## config.mk

```make
export PLATFORM = sky130hd
export DESIGN_NAME = mac_operand_loader
export DESIGN_NICKNAME = d
export VERILOG_FILES = /design/src/rtl/mac_operand_loader.sv
export SDC_FILE = /design/constraint.sdc
export NUM_CORES = 1
export LEC_CHECK = 0
export BUFFER_PORTS_ARGS = -buffer_cell sky130_fd_sc_hd__buf_2
export CORE_UTILIZATION = 52
export CTS_CLUSTER_SIZE = 12
export DETAILED_ROUTE_END_ITERATION = 8
export GPL_ROUTABILITY_DRIVEN = 0
export PLACE_DENSITY = 0.79
export SETUP_SLACK_MARGIN = 0.05
export SYNTH_ARGS = -nofsm -noshare
export SYNTH_HDL_FRONTEND = slang
export SYNTH_SLANG_ARGS = --single-unit
```

## constraint.sdc

```tcl
create_clock -name clk -period 2.5 [get_ports clk]
set_input_delay 0.5 -clock clk [delete_from_list [all_inputs] [get_ports clk]]
set_output_delay 0.5 -clock clk [all_outputs]
set_load 0.01 [all_outputs]
```

## src/rtl/mac_operand_loader.sv

```systemverilog
// mac_operand_loader: assembles a byte stream into one registered operand set
// (A0..A3, B2) for the multiply block. The packet mode, sampled with the first
// byte, selects how many bytes arrive and which lanes they fill. The complete
// set is presented on out_valid and held until the consumer takes it.
//
// Handshake semantics (both sides): a transfer happens on a rising clock edge
// where valid & ready & en are all high. Valid never depends on ready.
// in_ready is high only while collecting bytes. out_valid is high only while
// a complete set is held.

`ifndef MAC_MIN_WIDTH
`define MAC_MIN_WIDTH 8
`endif
`ifndef MAC_CONF_WIDTH
`define MAC_CONF_WIDTH 3
`endif
`ifndef MAC_SINGLE
`define MAC_SINGLE 2'b00
`endif
`ifndef MAC_DUAL
`define MAC_DUAL 2'b01
`endif
`ifndef MAC_QUAD
`define MAC_QUAD 2'b10
`endif

module mac_operand_loader #(
  parameter int MIN_WIDTH  = `MAC_MIN_WIDTH,
  parameter int CONF_WIDTH = `MAC_CONF_WIDTH
) (
  input  logic                  clk,
  input  logic                  rst,
  input  logic                  en,
  input  logic [CONF_WIDTH-1:0] cfg,
  input  logic                  in_valid,
  input  logic [MIN_WIDTH-1:0]  in_data,
  output logic                  in_ready,
  output logic                  out_valid,
  input  logic                  out_ready,
  output logic [MIN_WIDTH-1:0]  out_A0,
  output logic [MIN_WIDTH-1:0]  out_A1,
  output logic [MIN_WIDTH-1:0]  out_A2,
  output logic [MIN_WIDTH-1:0]  out_A3,
  output logic [MIN_WIDTH-1:0]  out_B2,
  output logic [1:0]            out_cfg,
  output logic                  cfg_err,
  output logic [1:0]            dbg_state
);

  typedef enum logic [1:0] {
    IDLE = 2'd0,
    LOAD = 2'd1,
    HOLD = 2'd2
  } state_t;

  // Lane identifiers, also the index into lane_q.
  localparam logic [2:0] LANE_A0 = 3'd0;
  localparam logic [2:0] LANE_A1 = 3'd1;
  localparam logic [2:0] LANE_A2 = 3'd2;
  localparam logic [2:0] LANE_A3 = 3'd3;
  localparam logic [2:0] LANE_B2 = 3'd4;

  state_t               state;
  logic [2:0]           cnt;
  logic [MIN_WIDTH-1:0] lane_q [5];
  logic [1:0]           cfg_mode;
  logic [2:0]           wr_lane;
  logic                 xfer;
  logic                 unused_cfg_bits;

  // Lane written by byte number idx of a packet in the given mode.
  function automatic logic [2:0] lane_sel(input logic [1:0] mode, input logic [2:0] idx);
    logic [2:0] l;
    l = LANE_B2;
    case (mode)
      `MAC_SINGLE: l = (idx == 3'd0) ? LANE_A2 : LANE_B2;
      `MAC_DUAL: begin
        case (idx)
          3'd0:    l = LANE_A2;
          3'd1:    l = LANE_A3;
          default: l = LANE_B2;
        endcase
      end
      default: begin
        case (idx)
          3'd0:    l = LANE_A0;
          3'd1:    l = LANE_A1;
          3'd2:    l = LANE_A2;
          3'd3:    l = LANE_A3;
          default: l = LANE_B2;
        endcase
      end
    endcase
    return l;
  endfunction

  // Number of bytes in a packet of the given mode.
  function automatic logic [2:0] pkt_len(input logic [1:0] mode);
    logic [2:0] n;
    case (mode)
      `MAC_SINGLE: n = 3'd2;
      `MAC_DUAL:   n = 3'd3;
      default:     n = 3'd5;
    endcase
    return n;
  endfunction

  // Only cfg[1:0] is decoded; upper bits are intentionally ignored.
  assign cfg_mode        = cfg[1:0];
  assign unused_cfg_bits = ^cfg;

  // Accept bytes only while collecting, enabled and out of reset.
  assign in_ready = en & ~rst & (state != HOLD);
  assign xfer     = in_valid & in_ready;

  // First byte follows the incoming mode; later bytes follow the latched mode.
  assign wr_lane = (state == IDLE) ? lane_sel(cfg_mode, 3'd0) : lane_sel(out_cfg, cnt);

  assign out_A0    = lane_q[LANE_A0];
  assign out_A1    = lane_q[LANE_A1];
  assign out_A2    = lane_q[LANE_A2];
  assign out_A3    = lane_q[LANE_A3];
  assign out_B2    = lane_q[LANE_B2];
  assign dbg_state = state;

  // Packet FSM: byte collection, operand hold and consumer handshake.
  always_ff @(posedge clk or posedge rst) begin
    if (rst) begin
      state     <= IDLE;
      cnt       <= 3'd0;
      out_cfg   <= 2'b00;
      out_valid <= 1'b0;
      cfg_err   <= 1'b0;
      for (int i = 0; i < 5; i++) lane_q[i] <= '0;
    end else if (en) begin
      cfg_err <= 1'b0;
      case (state)
        IDLE: begin
          if (xfer) begin
            if (cfg_mode == 2'b11) begin
              // Illegal mode: drop the byte, keep lanes, flag for one cycle.
              cfg_err <= 1'b1;
            end else begin
              // New packet: stale lanes from a wider mode must read 0.
              out_cfg <= cfg_mode;
              for (int i = 0; i < 5; i++) lane_q[i] <= '0;
              lane_q[wr_lane] <= in_data;
              cnt             <= 3'd1;
              state           <= LOAD;
            end
          end
        end
        LOAD: begin
          if (xfer) begin
            lane_q[wr_lane] <= in_data;
            if (cnt + 3'd1 == pkt_len(out_cfg)) begin
              cnt       <= 3'd0;
              state     <= HOLD;
              out_valid <= 1'b1;
            end else begin
              cnt <= cnt + 3'd1;
            end
          end
        end
        HOLD: begin
          if (out_ready) begin
            state     <= IDLE;
            out_valid <= 1'b0;
          end
        end
        default: begin
          state     <= IDLE;
          out_valid <= 1'b0;
        end
      endcase
    end
  end

endmodule

```

==> results.md, run 1 <==
- Antenna violations before repair: 0
- Fmax achieved: 479 MHz
- Largest net degree at the start of global routing: 50
- Startpoint Class: register
- Outcome: completed
- Net Count, Synth: between 200 and 250
- # diodes: 0
- Critical path startpoint: cnt[1]
- Die height: between 60 and 70 µm
- Total number of H-tree levels: 2
- Final instance area: 0.00271 mm²
- Total gr overflow: 0
- Antenna-violating nets left: 0
- Drt pass-1 iters: 4
- Worst EP required: 2720 ps
- Fillers: 341
- Synth unique cells: 41
- Routed WL per cell: 15.3 µm
- Final Setup Violations: 0
- FF+latch count, synth: a little under 50
- Syn_area_per_cell: 11.4 µm²
- # port buffers: a little over 60
- Chip width: roughly 69 µm
- First-pass GRT wire length: 7860 µm
- Max cap viols: 0
- Vias: 1693
- Hold Buf Count CTS: 0
- Number of global-route vias before repair: 1599
- Root buffer cell: clkbuf_8
- Core Area: about 0.0041 mm²
- Final Skew: 7.63 ps
- Postcts setup bufs: 0
- CTS tree: built
- Post-cts sizing count: 0
- Final worst path period need: 2090 ps
- Clock Pin Slew Worst Setup and Hold Paths: 100 ps
- Period Utilization, post-route: a little over four fifths
- Cell count after synthesis: 202
- Pre-CTS WS: ~400 ps
- HP Class: input port to async pin
- Worst rel slew slack: 59.8%
- Total track usage: 23.5%
- Crit Path Max Fanout: 8
- Final setup margin: 414 ps
- Area after DPL: between 0.002 and 0.003 mm²
- Detailed-route DRC error count: 0
- Row cnt: 23
- Share of layout cells above drive strength 1: between 30% and 40%
- Transition time at the pin with the least slew margin: roughly 600 ps
- Multi-input gate area: 951 µm²
- Leakage: 0.00157 µW
- Nets: 283
- Vias/cell: approximately 5.4
- Final HPWL DP: roughly 3300 µm
- Setup repair after global routing missed its margin: false
- Area grow syn2layout: 18.0%
- P per Cell Area: 1080 mW/mm²
- R2R setup slack: 410 ps
- Setup TNS: 0 ps
- Flip-flop and latch area: 0.00123 mm²
- Die area: 0.00469 mm²
- Top-Level Pins: 63
- Hold Vio Cnt, Final: 0
- Critical Path End Type: register
- DRT iter0 DRCs: 128
- Worst r2r src: cnt[1]
- Clock Path Buffers: 2
- Worst path arrival time: 2310 ps
- Starting density of the core: 55.9%
- Detailed Route WL: 4810 µm
- Worst skew pair latency: 310 ps
- Max VDD drop: 0.000484 V
- TritonCTS Buffers: 5
- Seq/Total Area, Yosys: 53.3%
- Pwr Total: 2920 µW
- Synth Cell Area: between 0.002 and 0.0025 mm²
- Final Slew Violations: 0
- Syn. warnings: 0
- Crit path kind: register to register
- Sink Count: a little under 50
power by group:
part / switching (µW) / internal, µW / total [µW]
registers: 219 / 1090 / 1310
clock network: 273 / 199 / 472
logic: 639 / 507 / 1150
total: 1130 / 1790 / 2920
routing by layer:
layer  global-route usage [%]  routed length, µm
met1                     32.0               2260
met2                     35.7               2280
met3                     6.25                232
met4                     9.64                 46
met5                        0                  0
critical path: stages, from the launching register on:
cell and delay (ps):
dfrtp_1 440, inv_1 120, ha_1 190, nand2b_1 70, a211oi_2 330, o2111a_1 590, mux2i_1 260
path summary, 6_finish.rpt:
check                      cells past startpoint        end
max                                            6  out_A2[6]
min                                            3  out_A0[4]
max reg2reg                                    6  out_A2[6]
min reg2reg                                    1  out_A1[0]
max in group asynchronous                      3  out_B2[0]
min in group clk                               2  out_A1[1]
Yosys cell counts:
cell	number	area, µm²
nor2b_1	1	6.26
a31o_2	1	8.76
a21oi_1	3	15.0
or3_1	1	6.26
buf_4	1	7.51
nand2_1	39	146
o31ai_1	1	7.51
clkbuf_1	3	11.3
nand2b_1	3	18.8
nor4_1	1	6.26
nand3b_1	1	7.51
o21a_2	1	8.76
and3b_1	1	8.76
o21ai_4	1	16.3
mux2_2	2	22.5
and4bb_4	1	16.3
o22a_1	1	8.76
a21o_1	2	15.0
nor3_1	2	10.0
mux2i_1	32	320
o2111a_1	1	11.3
and3_1	1	6.26
buf_6	3	33.8
o211ai_2	1	12.5
o21ai_2	1	8.76
ha_1	4	50.1
buf_2	2	10.0
a41oi_1	1	8.76
a211o_1	1	8.76
a211oi_2	1	12.5
nor2_1	3	11.3
nor4b_1	1	8.76
o22ai_1	2	12.5
xor2_1	1	8.76
nor3b_1	1	7.51
o21ai_0	4	20.0
a22o_1	9	78.8
o2111ai_4	1	26.3
dfrtp_1	49	1230
a221oi_1	1	8.76
inv_1	16	60.1
layout by cell type (no fill, tap or decap), types with 2 or more instances in the layout:
master       n
buf_2       61
dfrtp_1     49
nand2_1     39
mux2i_1     32
inv_1       15
a22o_1       9
clkbuf_8     5
o21ai_0      4
ha_1         4
nand2b_1     3
nor2_1       3
a21oi_1      3
clkinvlp_4   2
a21o_1       2
o22ai_1      2
nor3_1       2
mux2_2       2
buf_4        2
flip-flops by register name, indices dropped and copies added (netlist names):
register,count
out_A0,8
out_A1,8
out_A2,8
out_A3,8
out_B2,8
cnt,3
dbg_state,2
out_cfg,2
cfg_err,1
out_valid,1
layout make-up:
class,instances,area share [%]
clock buffers,5,2.54
clock inverters,3,0.784
inverters,16,2.35
multi-input cells,128,35.0
flip-flops and latches,49,45.2
well taps,50,2.31
repair buffers,63,11.8
metrics by stage:
| stage | hold slack [ps] | cells | util [%] |
|---|---|---|---|
| 6_report | 383 | 314 | 65.9 |
| 5_1_grt | 413 | 314 | 65.9 |
| 4_1_cts | 405 | 314 | 65.9 |
| 3_5_place_dp | 490 | 306 | 63.8 |
| 3_3_place_gp | 486 | 306 | 63.8 |
| 2_1_floorplan | 538 | 202 | - |
cell families (layout without fill, tap and decap cells):
logic type / Yosys count / count (layout) / synth area share [%]
xor gates and xnor gates: 1 / 1 / 0.381
muxes: 34 / 34 / 14.9
and+or+nand+nor: 56 / 56 / 11.3
DFF: 49 / 49 / 53.3
adders and majority gates: 4 / 4 / 2.18
AOI/OAI and AO/OA: 33 / 33 / 12.6
buffers and inverters: 25 / 87 / 5.33
(Power assumes the default switching activity.)
==> inputs of run 2 (changes only) <==
--- a/config.mk
+++ b/config.mk
@@ -5,12 +5,13 @@
 export SDC_FILE = /design/constraint.sdc
 export NUM_CORES = 1
 export LEC_CHECK = 0
+export ABC_AREA = 1
 export BUFFER_PORTS_ARGS = -buffer_cell sky130_fd_sc_hd__buf_2
-export CORE_UTILIZATION = 52
+export CORE_UTILIZATION = 53
 export CTS_CLUSTER_SIZE = 12
 export DETAILED_ROUTE_END_ITERATION = 8
 export GPL_ROUTABILITY_DRIVEN = 0
-export PLACE_DENSITY = 0.79
+export PLACE_DENSITY = 0.8
 export SETUP_SLACK_MARGIN = 0.05
 export SYNTH_ARGS = -nofsm -noshare
 export SYNTH_HDL_FRONTEND = slang
==> constraint.sdc (replaced) <==
create_clock -name clk -period 2.1 [get_ports clk]
set_input_delay 0.42 -clock clk [delete_from_list [all_inputs] [get_ports clk]]
set_output_delay 0.42 -clock clk [all_outputs]
set_load 0.01 [all_outputs]
==> run 2 against run 1 <==
  * Fmax grew 15%
  * Synthesized cell count is 33% higher
  * Synthesized area increased by 7.8%
  * Global-route usage is 0.38 points lower
  * Worst setup slack worse by 130 ps
  * Hold slack got worse by 270 ps
  * Clock power rose by 17%
  * Routed wire length up 10%
  * Critical endpoint is now out_B2[5]
==> results.md, run 2 <==
- Outcome: completed
- Most common library cells after synthesis: 56 x nand2_1, 55 x nand3_1, 49 x dfrtp_1, 27 x inv_1, 16 x o21ai_2
- Most instantiated library cell after synthesis: nand2_1
- HP Class: input port to async pin
- Compound-Gate Fraction of Synth Area: 8.43% (-4.1 points)
- Leading area contributor after synthesis: dfrtp_1
- Crit Path Max Fanout: 9 (+1)
- Flip-flop and latch area: 0.00123 mm² (unchanged)
- Fmax achieved: 550 MHz (+15%)
- TritonCTS Buffers: 5 (unchanged)
- Net switching power: 744 µW (-34%)
- Top_reg_cell synth: dfrtp_1
- Final worst path period need: 1820 ps (-268 ps)
- Root buffer cell: clkbuf_8
- Multi-input gate area: 0.00107 mm² (+13%)
- Clock Path Buffers: 2 (unchanged)
- Max VDD drop: 0.000477 V (-1.4%)
- Worst skew pair latency: 300 ps (about the same)
- Max cap viols: 0 (unchanged)
- Synth top area share: 49.4% (-3.9 points)
- Postcts setup bufs: 0 (unchanged)
- Post-Synth Simple-Gate Area: 32.5% (+21 points)
- Post-cts sizing count: 0 (unchanged)
- Comb pwr share: 25.5% (-14 points)
- Number of global-route vias before repair: 1906 (+19%)
- Critical Path End Type: register
- Hold Vio Cnt, Final: 0 (unchanged)
- Detailed-route DRC error count: 0 (unchanged)
- Worst EP required: 2340 ps (-380 ps)
- Internal: 1470 µW (-18%)
- Drt pass-1 iters: 4 (unchanged)
- FF+latch count, synth: 49 (unchanged)
- Clock share of power: 25.0% (+8.9 points)
- Setup repair after global routing missed its margin: false
- DRT iter0 DRCs: 155 (+21%)
- Synth Cell Area: 0.00248 mm² (+7.8%)
- Vias: 2041 (+21%)
- Crit path kind: register to register
- Leakage: 0.00172 µW (+9.7%)
- Final Skew: 10.9 ps (+3.24 ps)
- Async set-reset flop share out of synthesis: 100% (unchanged)
- Chip width: 70.4 µm (+2.8%)
- Transition time at the pin with the least slew margin: 428 ps (-174 ps)
- Synth Area in XOR/XNOR: 0.353% (-0.028 points)
- Antenna-violating nets left: 0 (unchanged)
- Most area-consuming cells after synthesis: dfrtp_1 49%, nand3_1 11%, nand2_1 8.5%, o21ai_2 5.7%, inv_1 4.1%
- Reg-to-reg endpoint: out_B2[5]
- Post-synth EDFFs: 0 (unchanged)
- Area grow syn2layout: 18.2%
- Sink Count: 49 (unchanged)
- Final Util: 66.4% (+0.44 points)
- CTS tree: built
- Seq/Total Area, Yosys: 49.4% (-3.9 points)
- Fillers: 370 (+8.5%)
- Hold Buf Count CTS: 0 (unchanged)
- Die height: 70.4 µm (+2.8%)
- Startpoint Class: register
- Reg power frac: 49.6% (+4.9 points)
- Die area: 0.00496 mm² (+5.6%)
- # diodes: 0 (unchanged)
- Area after DPL: 0.00284 mm² (+8.2%)
- Pre-CTS WS: 323 ps (-66.7 ps)
- Final setup margin: 282 ps (-132 ps)
- Row cnt: 24 (+4.3%)
- Antenna violations before repair: 0 (unchanged)
- First-pass GRT wire length: 8840 µm (+12%)
- Syn_area_per_cell: 9.25 µm² (-19%)
- Share of layout cells above drive strength 1: 36.1% (+5.1 points)
- Final Setup Violations: 0 (unchanged)
- Reg2reg path depth: 11 (+5)
- Multiplexer share of the synthesized area: 0% (-15 points)
- Commonest non-fill, non-tap cell in the layout: buf_2
- Total track usage: 23.2% (-0.38 points)
- Nets: 351 (+24%)
- Period Utilization, post-route: 86.6% (+3.1 points)
- Worst rel slew slack: 71.4% (+12 points)
- Core Area: 0.00441 mm² (+7.3%)
- Clock Pin Slew Worst Setup and Hold Paths: 90 ps (about the same)
- Total number of H-tree levels: 2 (unchanged)
- Synth unique cells: 30 (-27%)
- Cell count after synthesis: 268 (+33%)
- Most frequent cells in the layout: 61 x buf_2, 56 x nand2_1, 55 x nand3_1
- Detailed Route WL: 5300 µm (+10%)
- Setup TNS: 0 ps (unchanged)
- Largest net degree at the start of global routing: 42 (-16%)
- Final HPWL DP: 3830 µm (+15%)
- Top-Level Pins: 63 (unchanged)
- Largest family of logic cells by synthesized area: simple AND/OR/NAND/NOR gates
- Routed WL per cell: 13.8 µm (-9.9%)
- Starting density of the core: 56.2% (+0.30 points)
- Synth Area in Adders: 2.02% (-0.16 points)
- Switching power share of the total: 33.6% (-5.1 points)
- Syn. warnings: 0 (unchanged)
- Total gr overflow: 0 (unchanged)
- Net Count, Synth: 288 (+30%)
- Worst r2r src: cnt[0]
- # port buffers: 61 (unchanged)
- Vias/cell: 5.32 (-1.4%)
- Final instance area: 0.00293 mm² (+8.0%)
- Final Slew Violations: 0 (unchanged)
- Worst path arrival time: 2060 ps (-250 ps)
- P per Cell Area: 756 mW/mm² (-30%)
- R2R setup slack: 280 ps (-130 ps)
## run 2: changes by cell type after synthesis, moves of 9 or more
cell     before  now
mux2i_1      32    0
a22o_1        9    0
nand3_1       0   55
o21ai_2       1   16
inv_1        16   27
nand2_1      39   56
nand3_2       0    9
## run 2: worst max-delay path by stage
stage | startpoint | end | slack [ps] | cells past startpoint
6_report | cnt[0] | out_B2[5] | 280 | 11
5_1_grt | cnt[0] | out_B2[6] | 70 | 11
4_1_cts | cnt[0] | out_B2[5] | 270 | 11
3_5_place_dp | en | out_A0[7] | 320 | 10
3_3_place_gp | cnt[0] | out_B2[4] | 360 | 11
2_1_floorplan | cnt[0] | out_A2[0] | 470 | 11
## run 2: final cells by class
class                   instances  share of cell area [%]
inverters                      33                    4.40
clock inverters                 3                   0.769
repair buffers                 63                    11.8
clock buffers                   5                    2.35
multi-input cells             179                    36.6
flip-flops and latches         49                    41.8
well taps                      52                    2.22
## run 2: cell families (layout without fill, tap and decap cells)
logic type / after synthesis / after routing
simple gates: 147 / 147
flops: 49 / 49
buf+inv: 40 / 104
compound gates: 27 / 27
fa+ha+maj: 4 / 4
xor+xnor: 1 / 1
## run 2: power groups by stage
| stage | sequential [µW] | combinational, µW | clock (µW) |
|---|---|---|---|
| 3_3_place_gp | 1110 | 546 | 0 |
| 6_report | 1100 | 564 | 553 |
| 4_1_cts | 1100 | 568 | 565 |
| 2_1_floorplan | 1150 | 360 | 0 |
| 3_5_place_dp | 1120 | 565 | 0 |
| 5_1_grt | 1110 | 626 | 607 |
## run 2: per-layer routing
metal	global-route usage (%)	wire length [µm]	vias up
met3	5.19	309	10
met4	7.78	89	0
met5	0	0	-
met2	37.4	2570	68
li1	-	-	1004
met1	30.9	2330	959
## run 2: stage by stage
step | hold slack, ps | total power [µW] | cells
floorplan | 515 | 1510 | 268
global placement | 451 | 1660 | 376
detailed placement | 453 | 1680 | 376
CTS | 126 | 2230 | 384
global route | 140 | 2340 | 384
finish | 114 | 2210 | 384
## run 2: critical path, cell delays in order (launching register included)
cell	delay [ps]
dfrtp_1	410
inv_1	100
ha_1	210
inv_1	50
nor2_1	30
nand2_1	70
nand2_2	110
nor3_4	210
nand3_2	230
inv_2	190
nand2_1	80
nand2_1	70
==> inputs of run 3 (changes only) <==
--- a/config.mk
+++ b/config.mk
@@ -6,12 +6,14 @@
 export NUM_CORES = 1
 export LEC_CHECK = 0
 export ABC_AREA = 1
-export BUFFER_PORTS_ARGS = -buffer_cell sky130_fd_sc_hd__buf_2
-export CORE_UTILIZATION = 53
+export CORE_MARGIN = 10
+export CORE_UTILIZATION = 55
 export CTS_CLUSTER_SIZE = 12
 export DETAILED_ROUTE_END_ITERATION = 8
+export DONT_BUFFER_PORTS = 1
 export GPL_ROUTABILITY_DRIVEN = 0
-export PLACE_DENSITY = 0.8
+export HOLD_SLACK_MARGIN = 0.12
+export PLACE_DENSITY = 0.7
 export SETUP_SLACK_MARGIN = 0.05
 export SYNTH_ARGS = -nofsm -noshare
 export SYNTH_HDL_FRONTEND = slang
==> run 3 against run 2 <==
  * Hold slack better by 120 ps
  * Sequential share of layout area increased by 5.0 points
  * Non-clock buffer count down 59
  * Combinational power down 28%
  * Critical path depth did not move
  * First-iteration DRC count down 55%
  * Clock power is 1% higher
  * Worst setup slack improved by 30 ps
  * Design area is 11% lower
  * Register-to-register slack better by 30 ps
  * Die area grew 53%
  * Routed wire length about the same
  * Largest cell class unchanged
==> results.md, run 3 (synthesis gave the netlist of run 2 again) <==
- Outcome: completed
- Net switching power: 715 µW (-3.9%)
- Starting density of the core: 57.0% (+0.77 points)
- Post-cts sizing count: 0 (unchanged)
- Cell depth of the worst setup path: 11 (unchanged)
- Hold Vio Cnt, Final: 0 (unchanged)
- Routed WL per cell: 16.3 µm (+18%)
- Drt pass-1 iters: 4 (unchanged)
- TritonCTS Buffers: 5 (unchanged)
- Area grow syn2layout: 5.50%
- Share of layout cells above drive strength 1: 22.0% (-14 points)
- Final Skew: 6.07 ps (-4.80 ps)
- Setup repair after global routing missed its margin: false
- First-pass GRT wire length: 9050 µm (+2.3%)
- Period Utilization, post-route: 85.1% (-1.4 points)
- Setup TNS: 0 ps (unchanged)
- Die height: 87.2 µm (+24%)
- Cell repeated most along the worst path: nand2_1
- Buffers & Inverters on Critical Path: 3 (unchanged)
- Total number of H-tree levels: 2 (unchanged)
- Fmax achieved: 559 MHz (+1.7%)
- Worst r2r src: cnt[0]
- Startpoint Class: register
- Transition time at the pin with the least slew margin: 522 ps (+93.6 ps)
- Worst EP required: 2340 ps (about the same)
- Critical path, cell by cell: inv_1, ha_1, inv_1, nor2_1, nand2_1, nand2_2, nor3_4, nand3_2, inv_2, nand2_1, nand2_1
- Antenna-violating nets left: 0 (unchanged)
- Max VDD drop: 0.000424 V (-11%)
- HP Class: input port to register
- Leakage: 0.00141 µW (-18%)
- Crit path kind: register to register
- Clock share of power: 26.4% (+1.4 points)
- CP max stage cell: dfrtp_1
- R2R setup slack: 310 ps (+30 ps)
- # port buffers: 0 (-100%)
- Root buffer cell: clkbuf_8
- Clock Pin Slew Worst Setup and Hold Paths: 90 ps (about the same)
- Most frequent cells in the layout: 56 x nand2_1, 55 x nand3_1, 49 x dfrtp_1
- CTS tree: built
- Total track usage: 14.8% (-8.3 points)
- Slowest stage delay, CP: 420 ps (about the same)
- Critical path startpoint: cnt[0]
- Internal: 1410 µW (-4.2%)
- Largest net degree at the start of global routing: 42 (unchanged)
- Number of global-route vias before repair: 1763 (-7.5%)
- Reg2reg path depth: 11 (unchanged)
- Reg power frac: 54.4% (+4.8 points)
- DRT iter0 DRCs: 70 (-55%)
- Core Area: 0.00435 mm² (-1.4%)
- Top Family by Delay on Critical Path: simple AND/OR/NAND/NOR gates
- Nets: 292 (-17%)
- Final setup margin: 312 ps (+30.4 ps)
- Vias: 1751 (-14%)
- Vias/cell: 5.39 (+1.4%)
- Crit Path Max Fanout: 9 (unchanged)
- Final worst path period need: 1790 ps (-30.4 ps)
- Critical Path End Type: register
- Critical path destination: out_B2[5]
- Top-Level Pins: 63 (unchanged)
- # diodes: 0 (unchanged)
- Comb pwr share: 19.2% (-6.3 points)
- Worst path arrival time: 2030 ps (-30 ps)
- Reg-to-reg endpoint: out_B2[5]
- Worst skew pair latency: 300 ps (about the same)
- Total gr overflow: 0 (unchanged)
- Max cap viols: 0 (unchanged)
- Worst rel slew slack: 65.2% (-6.3 points)
- Sink Count: 49 (unchanged)
- Final Setup Violations: 0 (unchanged)
- Final Slew Violations: 0 (unchanged)
- Detailed-route DRC error count: 0 (unchanged)
- Row cnt: 24 (unchanged)
- Die area: 0.00760 mm² (+53%)
- Pre-CTS WS: 317 ps (-5.69 ps)
- Commonest non-fill, non-tap cell in the layout: nand2_1
- P per Cell Area: 812 mW/mm² (+7.4%)
- Chip width: 87.2 µm (+24%)
- Detailed Route WL: 5310 µm (about the same)
- Switching power share of the total: 33.7% (+0.069 points)
- Clock Path Buffers: 2 (unchanged)
- Final HPWL DP: 4060 µm (+6.1%)
- Antenna violations before repair: 0 (unchanged)
==> run 3: changes by cell type in the layout (fill, tap and decap cells not counted), sizes merged <==
cell,previous run,this run
clkinvlp,0,1
inv,33,34
dlygate4sd3,0,1
clkinv,3,1
buf,63,3
==> run 3: area by class of cell <==
type,instances,area [µm²]
clock inverters,3,21.3
fillers,374,1740
clock buffers,5,68.8
well taps,52,65.1
flip-flops and latches,49,1230
repair buffers,4,32.5
inverters,33,129
multi-input cells,179,1070
==> run 3: routing by layer <==
metal | global-route usage [%] | vias up | part of all wire, %
li1 | - | 882 | -
met1 | 19.7 | 816 | 43
met2 | 21.0 | 46 | 45
met3 | 7.58 | 7 | 11
met4 | 3.48 | 0 | 0.90
met5 | 0 | - | 0
==> run 3: worst min-delay path by stage <==
stage | from | endpoint | slack [ps] | cells past startpoint
after global placement | rst | out_valid | 370 | 1
after detailed placement | rst | cnt[0] | 370 | 1
after floorplan | out_valid | out_valid | 520 | 2
final | in_data[7] | out_B2[7] | 230 | 2
after global routing | in_data[7] | out_B2[7] | 230 | 2
after CTS | in_data[7] | out_B2[7] | 230 | 2
==> run 3: timing repair <==
action,in CTS,in global routing
hold endpoints to repair,23,0
buffers inserted,0,0
hold buffers,1,0
==> run 3: power groups by stage <==
stage	registers, µW	clock network (µW)	logic [µW]
final	1160	560	408
after global placement	1180	0	403
after floorplan	1150	0	360
after global routing	1170	613	479
after detailed placement	1180	0	412
after CTS	1160	576	415
==> run 3: metrics by stage <==
step	total power (µW)	instance area, µm²	util [%]	instances	hold WS (ps)
after CTS	2150	2620	60.1	325	225
after global routing	2260	2620	60.1	325	226
final	2120	2620	60.1	325	230
after detailed placement	1590	2520	57.8	316	366
after floorplan	1510	2480	-	268	515
after global placement	1580	2520	57.8	316	371
